<file path="src/rtl/wb_write_arbiter.sv">
// Register-file write-port arbiter: pipeline writeback has absolute priority, host writes
// queue in a small FIFO and drain into idle write-port cycles; outputs are registered.
`ifndef REG_ADDR_WIDTH
`define REG_ADDR_WIDTH 5
`endif
`ifndef REG_DATA_WIDTH
`define REG_DATA_WIDTH 32
`endif

module wb_write_arbiter #(
    parameter int ADDR_W     = `REG_ADDR_WIDTH,
    parameter int DATA_W     = `REG_DATA_WIDTH,
    parameter int DEPTH      = 4,
    parameter int STARVE_MAX = 8
) (
    input  logic              clk,
    input  logic              rst_n,
    input  logic              wb_valid,
    input  logic [ADDR_W-1:0] wb_addr,
    input  logic [DATA_W-1:0] wb_data,
    input  logic              host_valid,
    output logic              host_ready,
    input  logic [ADDR_W-1:0] host_addr,
    input  logic [DATA_W-1:0] host_data,
    input  logic [ADDR_W-1:0] rd0_addr,
    input  logic [ADDR_W-1:0] rd1_addr,
    output logic              host_hazard,
    output logic              host_busy,
    output logic              wb_stall_req,
    output logic              wena,
    output logic [ADDR_W-1:0] waddr,
    output logic [DATA_W-1:0] wdata
);
    localparam int PTR_W = $clog2(DEPTH);
    localparam int CNT_W = PTR_W + 1;
    localparam int ST_W  = $clog2(STARVE_MAX + 1);

    // Host handshake: a write is transferred on a cycle where host_valid && host_ready;
    // host_ready depends only on start-of-cycle occupancy, never on host_valid.
    logic [ADDR_W-1:0] r_mem_addr [DEPTH];
    logic [DATA_W-1:0] r_mem_data [DEPTH];
    logic [PTR_W-1:0]  r_rd_ptr;
    logic [PTR_W-1:0]  r_wr_ptr;
    logic [CNT_W-1:0]  r_count;
    logic [ST_W-1:0]   r_starve;
    logic              r_wena;
    logic [ADDR_W-1:0] r_waddr;
    logic [DATA_W-1:0] r_wdata;

    logic w_not_empty;
    logic w_push;
    logic w_pop;
    logic w_hazard;

    assign w_not_empty = (r_count != '0);
    assign host_ready  = rst_n && (r_count != CNT_W'(DEPTH));
    assign w_push      = host_valid && host_ready;
    assign w_pop       = !wb_valid && w_not_empty;

    assign host_busy    = w_not_empty;
    assign wb_stall_req = (r_starve == ST_W'(STARVE_MAX));
    assign host_hazard  = w_hazard;
    assign wena         = r_wena;
    assign waddr        = r_waddr;
    assign wdata        = r_wdata;

    // Only entries already queued count; this cycle's push is not yet in r_count.
    always_comb begin
        logic [PTR_W-1:0] off;
        w_hazard = 1'b0;
        off      = '0;
        for (int i = 0; i < DEPTH; i++) begin
            off = PTR_W'(i) - r_rd_ptr;
            if ((CNT_W'(off) < r_count) &&
                ((r_mem_addr[i] == rd0_addr) || (r_mem_addr[i] == rd1_addr)))
                w_hazard = 1'b1;
        end
    end

    always_ff @(posedge clk) begin
        if (w_push) begin
            r_mem_addr[r_wr_ptr] <= host_addr;
            r_mem_data[r_wr_ptr] <= host_data;
        end
    end

    always_ff @(posedge clk) begin
        if (!rst_n) begin
            r_rd_ptr <= '0;
            r_wr_ptr <= '0;
            r_count  <= '0;
            r_starve <= '0;
            r_wena   <= 1'b0;
            r_waddr  <= '0;
            r_wdata  <= '0;
        end else begin
            if (w_push)
                r_wr_ptr <= r_wr_ptr + PTR_W'(1);
            if (w_pop)
                r_rd_ptr <= r_rd_ptr + PTR_W'(1);
            case ({w_push, w_pop})
                2'b10:   r_count <= r_count + CNT_W'(1);
                2'b01:   r_count <= r_count - CNT_W'(1);
                default: r_count <= r_count;
            endcase

            if (w_pop || !w_not_empty)
                r_starve <= '0;
            else if (wb_valid && (r_starve != ST_W'(STARVE_MAX)))
                r_starve <= r_starve + ST_W'(1);

            // Pipeline always wins; idle cycles drain the FIFO head.
            if (wb_valid) begin
                r_wena  <= 1'b1;
                r_waddr <= wb_addr;
                r_wdata <= wb_data;
            end else if (w_not_empty) begin
                r_wena  <= 1'b1;
                r_waddr <= r_mem_addr[r_rd_ptr];
                r_wdata <= r_mem_data[r_rd_ptr];
            end else begin
                r_wena  <= 1'b0;
            end
        end
    end
endmodule

</file>
<file path="config.mk">
export PLATFORM = sky130hd
export DESIGN_NAME = wb_write_arbiter
export DESIGN_NICKNAME = d
export VERILOG_FILES = /design/src/rtl/wb_write_arbiter.sv
export SDC_FILE = /design/constraint.sdc
export NUM_CORES = 1
export LEC_CHECK = 0
export ABC_AREA = 1
export CAP_MARGIN = 20
export CORE_MARGIN = 10
export CORE_UTILIZATION = 54
export DETAILED_ROUTE_END_ITERATION = 12
export PLACE_DENSITY = 0.8
export SLEW_MARGIN = 20
export SYNTH_ARGS = -nofsm -noshare
export SYNTH_HDL_FRONTEND = slang
export SYNTH_SLANG_ARGS = --single-unit
</file>
<file path="constraint.sdc">
create_clock -name clk -period 4.4 [get_ports clk]
set_clock_uncertainty 0.05 [all_clocks]
set_input_delay 1.1 -clock clk [delete_from_list [all_inputs] [get_ports clk]]
set_output_delay 1.1 -clock clk [all_outputs]
set_load 0.005 [all_outputs]
</file>
* Yosys cells after proc, flatten, opt, wreduce, memory -nomap -nowiden *
Memories as Yosys holds them, arrays and structs flattened. A register that Yosys moved wholly into a read port is not among the register bits.
Index checks and enable logic that the tools add are counted.

word-level totals
  bits in writable memories = 148
  register bits after elaboration = 49
  memories kept = 2

memories
  name        depth  width  read ports  clocked after Yosys merged registers in  wr ports  line  RTL
  r_mem_data  4      32     1           1                                        1         41    logic [DATA_W-1:0] r_mem_data [DEPTH];
  r_mem_addr  4      5      5           1                                        1         40    logic [ADDR_W-1:0] r_mem_addr [DEPTH];

cells by class
  mux-type cells = 17
  reduce and logical (&&, ||, !) cells = 19
  $add $sub $neg = 9
  order comparisons = 4
  equal/unequal tests = 13
  bitwise logic cells = 1

operators by type and width
  operator                                                                count
  32-bit two-way mux                                                      2
  5-bit equality test                                                     8
  2-bit by 3-bit less-than comparator with 1-bit output                   4
  5-bit two-way mux                                                       2
  1-bit logical AND                                                       8
  1-bit two-way mux                                                       8
  2-bit two-way mux                                                       4
  3-bit one-hot mux with 2 select lines                                   1
  1-bit logical OR                                                        5
  2-bit by 1-bit adder with 2-bit output (second input constant)          2
  4-bit by 1-bit adder with 4-bit output (second input constant)          1
  4-bit equality test (second input constant)                             1
  4-bit != test (second input constant)                                   1
  2-bit nonzero test                                                      2
  1-bit by 2-bit subtractor with 2-bit output (first input constant)      2
  2-bit subtractor (first input constant)                                 2
  3-bit by 1-bit adder with 3-bit output (second input constant)          1
  3-bit != test (second input constant)                                   1
  3-bit nonzero test                                                      1
  3-bit by 1-bit subtractor with 3-bit output (second input constant)     1
  2-bit by 1-bit equality test with 1-bit output (second input constant)  1
  2-bit equality test (second input constant)                             1
  1-bit logical NOT                                                       2
  2-bit OR reduction                                                      1
  1-bit NOT                                                               1

* Logic depth before layout (Yosys ltp) *
Gate-level depths: netlist of run 1.

  depth in word-level cells = 7
  gate-level depth with buffers = 11
  depth with buffers taken out = 11

* Worst setup path after synthesis of run 1 *
No wires, ideal clock.

  path kind = input to register
  start = input port rst_n
  end = memory r_mem_addr[0][0] (netlist bit), enable pin
  data required time = 3.919 ns
  cell stages on the path = 3
  data arrival time = 3.103 ns
  slack = 0.815 ns
  path through = a21boi_1 > nand2_1 > nor2_1

between the ends
  word-level cells in the longest chain between the ends = 4

ends and longest elaborated chain
  item                                     line  RTL
  start: declaration                       17    input logic rst_n,
  1-bit logical AND                        56    assign host_ready = rst_n && (r_count != CNT_W'(DEPTH));
  1-bit logical AND                        57    assign w_push = host_valid && host_ready;
  1-bit two-way mux                        81    if (w_push) begin
  1-bit two-way mux (implied by the code)  82    r_mem_addr[r_wr_ptr] <= host_addr;
  end: declaration                         40

No other way between the ends.

* Worst setup path in the final report of run 1 *
  start = input port rd0_addr[0]
  end = output port host_hazard

between the ends
  word-level cells in the longest chain between the ends = 7
  elaborated cells between the ends (all ways) = 16
  those cells by class = eq/ne (4); mux (4); reduce/logical (8)

ends and longest elaborated chain
  item                            line  RTL
  start: declaration              25    input logic [ADDR_W-1:0] rd0_addr,
  5-bit equality test             75    ((r_mem_addr[i] == rd0_addr) || (r_mem_addr[i] == rd1_addr)))
  1-bit logical OR                75
  1-bit logical AND               74    if ((CNT_W'(off) < r_count) &&
  1-bit two-way mux (3 in a row)  74
  1-bit two-way mux (*)           74
  end: declaration                27    output logic host_hazard,

Mark *: on every way between the ends. The rest lies on a longest branch, timed or not.

==> impl_metrics.toml, run 1 <==
[global_route]
grt-ovfl-total = 0
grt.met2_usage = 0.323
grtUsageMet3 = 0.0577
grt_usage = 0.195
grt_pass1_vias = 6343
grt_max_degree = 67
grt_pass1_wl_mm = 33.1
antenna_found_initial = 0
use_met1 = 0.234
busiest_layer = "met2"

[clocking]
post_cts_buffers = 0
insertion_delay_ns = 0.43
holdBufCountCts = 0
numCtsBuffers = 17
clkSinkCount = 199
cts_max_level = 4
clockRootBuffer = "clkbuf_16"
path_clk_slew_ns = 0.06
cts_tree = "built"
cts.path.max_buffers = 2
postCtsResizedCells = 0

[place]
port_buffers = 129
dp_slack_ns = 0.391
dp_hpwl_mm = 13.6
place_congestion = 0.936

[timing]
post-route-period-util = 0.920
min_period_ns = 4.05
max_slew_margin = 0.406
worst_pin_slew_ns = 0.890
drv_slew = 0
clock.fmax_mhz = 247
rsz0062_at_grt = "no"
finalSetupTns_ns = 0
setup-violations-final = 0
finalWorstSetupSlack_ns = 0.352
hold_violations = 0

[power]
powerDensity_nw_per_um2 = 511
power_leakage_nw = 3.90
finalPower_mw = 5.36
ir_drop_uv = 312

[floorplan]
dieWidth_um = 145
core_area_um2 = 15300
rows = 45
die-area_um2 = 21100
top_level_ports = 130
floorplan.initialDensity = 0.554
die_y_um = 145

[yosys]
synth_area_um2 = 8450
syn-num-nets = 920
synthTopCellsByArea = "edfxtp_1, dfxtp_1, nand2_1, o21ai_0, nor2_1"
async_flop_share = 0
synth-edff-count = 148
synth_common_cells = "nand2_1, edfxtp_1, o21ai_0"
yosysMostFrequentCell = "nand2_1"
ys_seq_area_frac = 0.646
yosys_warnings = 0
synth.largest_area_cell = "edfxtp_1"
syn_inst = 820
ys_types = 32
postSynthAreaPerCell_um2 = 10.3
ys_ff_latch = 199
synth_top_area_share = 0.526
ys.flop_type = "edfxtp_1"

[drt]
vias = 6351
dr.pass1.iters = 5
drt_iter0_drc = 618
drt-wirelength-per-cell_um = 17.9
drc_errors = 0
routed_wl_mm = 20.8
drtAntennaViolNets = 0
vias_per_cell = 5.48

[run]
cap_violations = 0

[min_path]
min_path_type = "flop to flop"
min_delay_path_depth = 2
min_to = "r_starve[3]"
min_from = "r_starve[3]"

[cells_and_area]
multi_input_area_um2 = 2580
drive_above_1_share = 0.0591
n_fill_cell = 1127
antenna_cells = 0
syn_to_final_growth_pct = 24.0
nNetsFinal = 1034
seqCellArea_um2 = 5470

[critical_path]
cp-end-kind = "output pin"
r2r-end = "r_count[2]"
ff2ff_setup_slack_ns = 1.95
r2r_cells = 10
crit_path_start_kind = "input pin"
cp.arrival_ns = 2.90
crit_path_max_fanout = 5
r2r-start = "r_count[0]"
cp.required_ns = 3.25
path_class = "input pin to output pin"

[outcome]
outcome = "completed"
[logic make-up (layout without fill, tap and decap cells)]
group / Yosys count / after routing / share of synthesized area
simple gates: 279 / 279 / 0.128
compound gates: 223 / 223 / 0.143
flops: 199 / 199 / 0.646
buf+inv: 96 / 223 / 0.0518
fa+ha+maj: 12 / 12 / 0.0186
xor+xnor: 11 / 11 / 0.0114
[critical path, stage by stage]
cell	delay, ns
clkdlybuf4s50_1	0.56
inv_1	0.11
nand2_1	0.08
nand2_1	0.06
nor2_1	0.15
nand3_1	0.08
nand2_1	0.07
nand2_1	0.04
nand2_1	0.06
inv_1	0.03
nand2_1	0.05
clkdlybuf4s50_1	0.50
[flip-flops by register name (all words and copies together), names as in the netlist, named ones only]
| register | flops |
|---|---|
| waddr | 5 |
| r_wr_ptr | 2 |
| r_mem_addr | 20 |
| r_rd_ptr | 2 |
| r_mem_data | 128 |
| wena | 1 |
| r_starve | 4 |
| r_count | 3 |
| wdata | 32 |
[where the power goes]
part | switching (mW) | total (mW) | internal [mW]
clock | 0.669 | 1.50 | 0.828
combinational | 0.836 | 1.48 | 0.647
sequential | 0.152 | 2.38 | 2.23
total | 1.66 | 5.36 | 3.70
[through the flow]
step	hold WS, ns	util	area [um^2]	instances
CTS	0.434	0.687	10500	1158
global route	0.485	0.687	10500	1158
floorplan	0.404	-	8450	820
global placement	0.418	0.650	9920	1126
finish	0.435	0.687	10500	1158
detailed placement	0.425	0.650	9920	1126
[cells in the final DEF (no fill, tap or decap), types with 2 or more instances in the layout]
cell and n:
nand2_1 168, edfxtp_1 148, clkdlybuf4s50_1 128, o21ai_0 111
nor2_1 86, dfxtp_1 50, inv_1 46, a31oi_1 37
o22ai_1 33, a21oi_1 24, clkbuf_16 18, o21ai_1 15
nand3_1 13, ha_1 11, buf_4 9, xnor2_1 8
clkinv_2 6, nor2_4 4, xor2_1 3, or2_2 3
inv_6 3, buf_12 3, inv_2 2, clkinv_1 2
a211oi_1 2
[how the worst max path moves through the flow]
stage / to / slack [ns] / start / cells after the start
2_1_floorplan: r_mem_addr[0][0] / 0.82 / rst_n / 3
3_3_place_gp: host_hazard / 0.40 / rd1_addr[3] / 12
3_5_place_dp: host_hazard / 0.39 / rd0_addr[2] / 12
4_1_cts: host_hazard / 0.36 / rd0_addr[0] / 12
5_1_grt: host_hazard / 0.18 / rd0_addr[0] / 12
6_report: host_hazard / 0.35 / rd0_addr[0] / 12
[per-layer routing]
layer  share of wire  up-vias
li1                -     3095
met5               0        -
met1            0.42     2999
met3           0.061       30
met2            0.50      227
met4           0.024        0
[final cells by class]
| type | count | area share |
|---|---|---|
| inverter | 50 | 0.0181 |
| timing repair buffer | 141 | 0.135 |
| tap | 211 | 0.0252 |
| multi-input combinational | 525 | 0.246 |
| clock buffer | 20 | 0.0446 |
| clock inverter | 12 | 0.00943 |
| sequential | 199 | 0.521 |
Power figures use the tool's default switching activity.
==> inputs of run 2 (changes only) <==
- ABC_AREA: 1 -> not set
- HOLD_SLACK_MARGIN: not set -> 0.06
==> run 2 against run 1 <==
Clock power is 7% higher. Highest routed layer unchanged. Global-route usage is 0.40 points higher. Via count fell by 19%. Total power is 1.2% lower. Critical path type unchanged.
==> impl_metrics.toml, run 2 <==
[drt]
drc_errors = 0
drt-wirelength-per-cell_um = 23.0
drt_iter0_drc = 487
drtAntennaViolNets = 0
routed_wl_mm = 20.1
vias_per_cell = 5.91
dr.pass1.iters = 7
vias = 5172

[clocking]
cts_tree = "built"
cts.path.max_buffers = 2
holdBufCountCts = 0
numCtsBuffers = 17
path_clk_slew_ns = 0.06
clockRootBuffer = "clkbuf_16"
clkSinkCount = 199
cts_max_level = 4
postCtsResizedCells = 0
post_cts_buffers = 0
insertion_delay_ns = 0.42

[floorplan]
die-area_um2 = 20500
floorplan.initialDensity = 0.557
top_level_ports = 130
rows = 44
core_area_um2 = 14700
dieWidth_um = 143
die_y_um = 143

[yosys]
synthXorXnorAreaFrac = 0.0513
yosys_warnings = 0
synth_common_cells = "edfxtp_1, a21oi_1, dfxtp_1"
synth.largest_area_cell = "edfxtp_1"
synth_compound_area_frac = 0.0805
synth_area_um2 = 8190
ys_seq_area_frac = 0.667
yosys.area_share.simple = 0.0457
ys.flop_type = "edfxtp_1"
postSynthAreaPerCell_um2 = 14.7
async_flop_share = 0
synth-edff-count = 148
yosys.area_share.adder = 0.0192
syn-num-nets = 657
muxShareOfSynthArea = 0.103
ys_types = 35
synthTopCellsByArea = "edfxtp_1, dfxtp_1, mux4_2, a21oi_1, xnor2_1"
syn_inst = 557
ys_ff_latch = 199
yosysMostFrequentCell = "edfxtp_1"
synth_top_area_share = 0.543
synth_top_family_by_area = "multiplexers"

[critical_path]
cp_slowest_cell = "clkdlybuf4s50_1"
crit_path_start_kind = "input pin"
cp.arrival_ns = 3.01
path_cells = "clkdlybuf4s50_1 > xnor2_1 > nand3_1 > nor3_1 > o22ai_1 > nand4_1 > clkdlybuf4s50_1"
cp-startpoint = "rd0_addr[2]"
path_class = "input pin to output pin"
crit_path_max_fanout = 4
cp.required_ns = 3.25
cp-end-kind = "output pin"
cpMostUsedCell = "clkdlybuf4s50_1"
r2r-start = "r_count[2]"
crit_path_max_incr_delay_ns = 0.61

[place]
dp_slack_ns = 0.301
dpl.cell_count = 843
dp_hpwl_mm = 13.5
place_congestion = 0.877
port_buffers = 129

[global_route]
grt-ovfl-total = 0
grt_pass1_vias = 5458
grtUsageMet3 = 0.0375
busiest_layer = "met2"
grt_pass1_wl_mm = 30.8
grt_usage = 0.199
grt.met2_usage = 0.350
use_met1 = 0.232
antenna_found_initial = 0
grt_max_degree = 40

[outcome]
outcome = "completed"

[power]
power_leakage_nw = 3.38
powerDensity_nw_per_um2 = 518
ir_drop_uv = 324

[timing]
min_period_ns = 4.16
finalWorstSetupSlack_ns = 0.239
finalSetupTns_ns = 0
setup-violations-final = 0
drv_slew = 0
rsz0062_at_grt = "no"
worst_pin_slew_ns = 1.00
post-route-period-util = 0.946
max_slew_margin = 0.333
clock.fmax_mhz = 240
hold_violations = 0
hold_ws_ns = 0.483

[cells_and_area]
antenna_cells = 0
n_fill_cell = 967
final_util = 0.695
syn_to_final_growth_pct = 24.7
drive_above_1_share = 0.129
most-common-layout-cells = "edfxtp_1, clkdlybuf4s50_1, a21oi_1"
regMostFlops = "r_mem_data"
final_common_cell = "edfxtp_1"
nNetsFinal = 778
stdcell_count = 875
largest_register_ffs = 128

[min_path]
min_path_type = "flop to flop"
min_from = "r_starve[3]"

[run]
cap_violations = 0
run 2: final timing paths:
check                     end  slack, ns  depth (start not counted)
hold reg to reg   r_starve[3]       0.48                          2
setup / recovery  host_hazard       0.24                          7
setup reg to reg   r_count[2]       1.82                          8
hold / removal    r_starve[3]       0.48                          2
run 2: metrics by stage:
step,cell area (um^2),power (mW)
after floorplan,8190,3.26
after global placement,9590,3.66
after detailed placement,9590,3.72
after CTS,10200,5.32
after global routing,10200,5.52
final,10200,5.29
run 2: power breakdown:
group          total (mW)  internal (mW)  switching [mW]
clock network        1.61          0.974           0.639
logic                1.33          0.631           0.702
registers            2.34           2.18           0.167
run 2: metal layers:
metal / wire, um / share of wire
met4: 444 / 0.022
met1: 7870 / 0.39
met2: 10800 / 0.54
met5: 0 / 0
met3: 1020 / 0.051
run 2: critical path, delay by kind of cell:
family / cells / cell delay, ns
compound gates: 1 / 0.12
buf+inv: 2 / 1.13
simple gates: 3 / 0.51
xor+xnor: 1 / 0.15
run 2: cell type report:
type                            instances  area, um^2  share of cell area
Sequential cell                       199        5470               0.535
Multi-Input combinational cell        308        2460               0.241
Timing Repair Buffer                  138        1380               0.135
Clock buffer                           25         507              0.0496
Tap cell                              184         230              0.0225
Clock inverter                          7         116              0.0114
Inverter                               14        52.6             0.00515
run 2: kinds of logic (layout without fill, tap and decap cells):
group                    after synthesis  count (layout)
AND/OR/NAND/NOR                       83              83
AO/OA/AOI/OAI                        127             127
multiplexers                          38              38
buffers and inverters                 50             184
flip-flops                           199             199
adder cells (fa/ha/maj)               12              12
XOR/XNOR                              48              48
==> inputs of run 3 (changes only) <==
- SKIP_CTS_REPAIR_TIMING: not set -> 1
==> results of run 3 <==
Same layout as run 2: the final DEF is identical, and so are final timing and power.
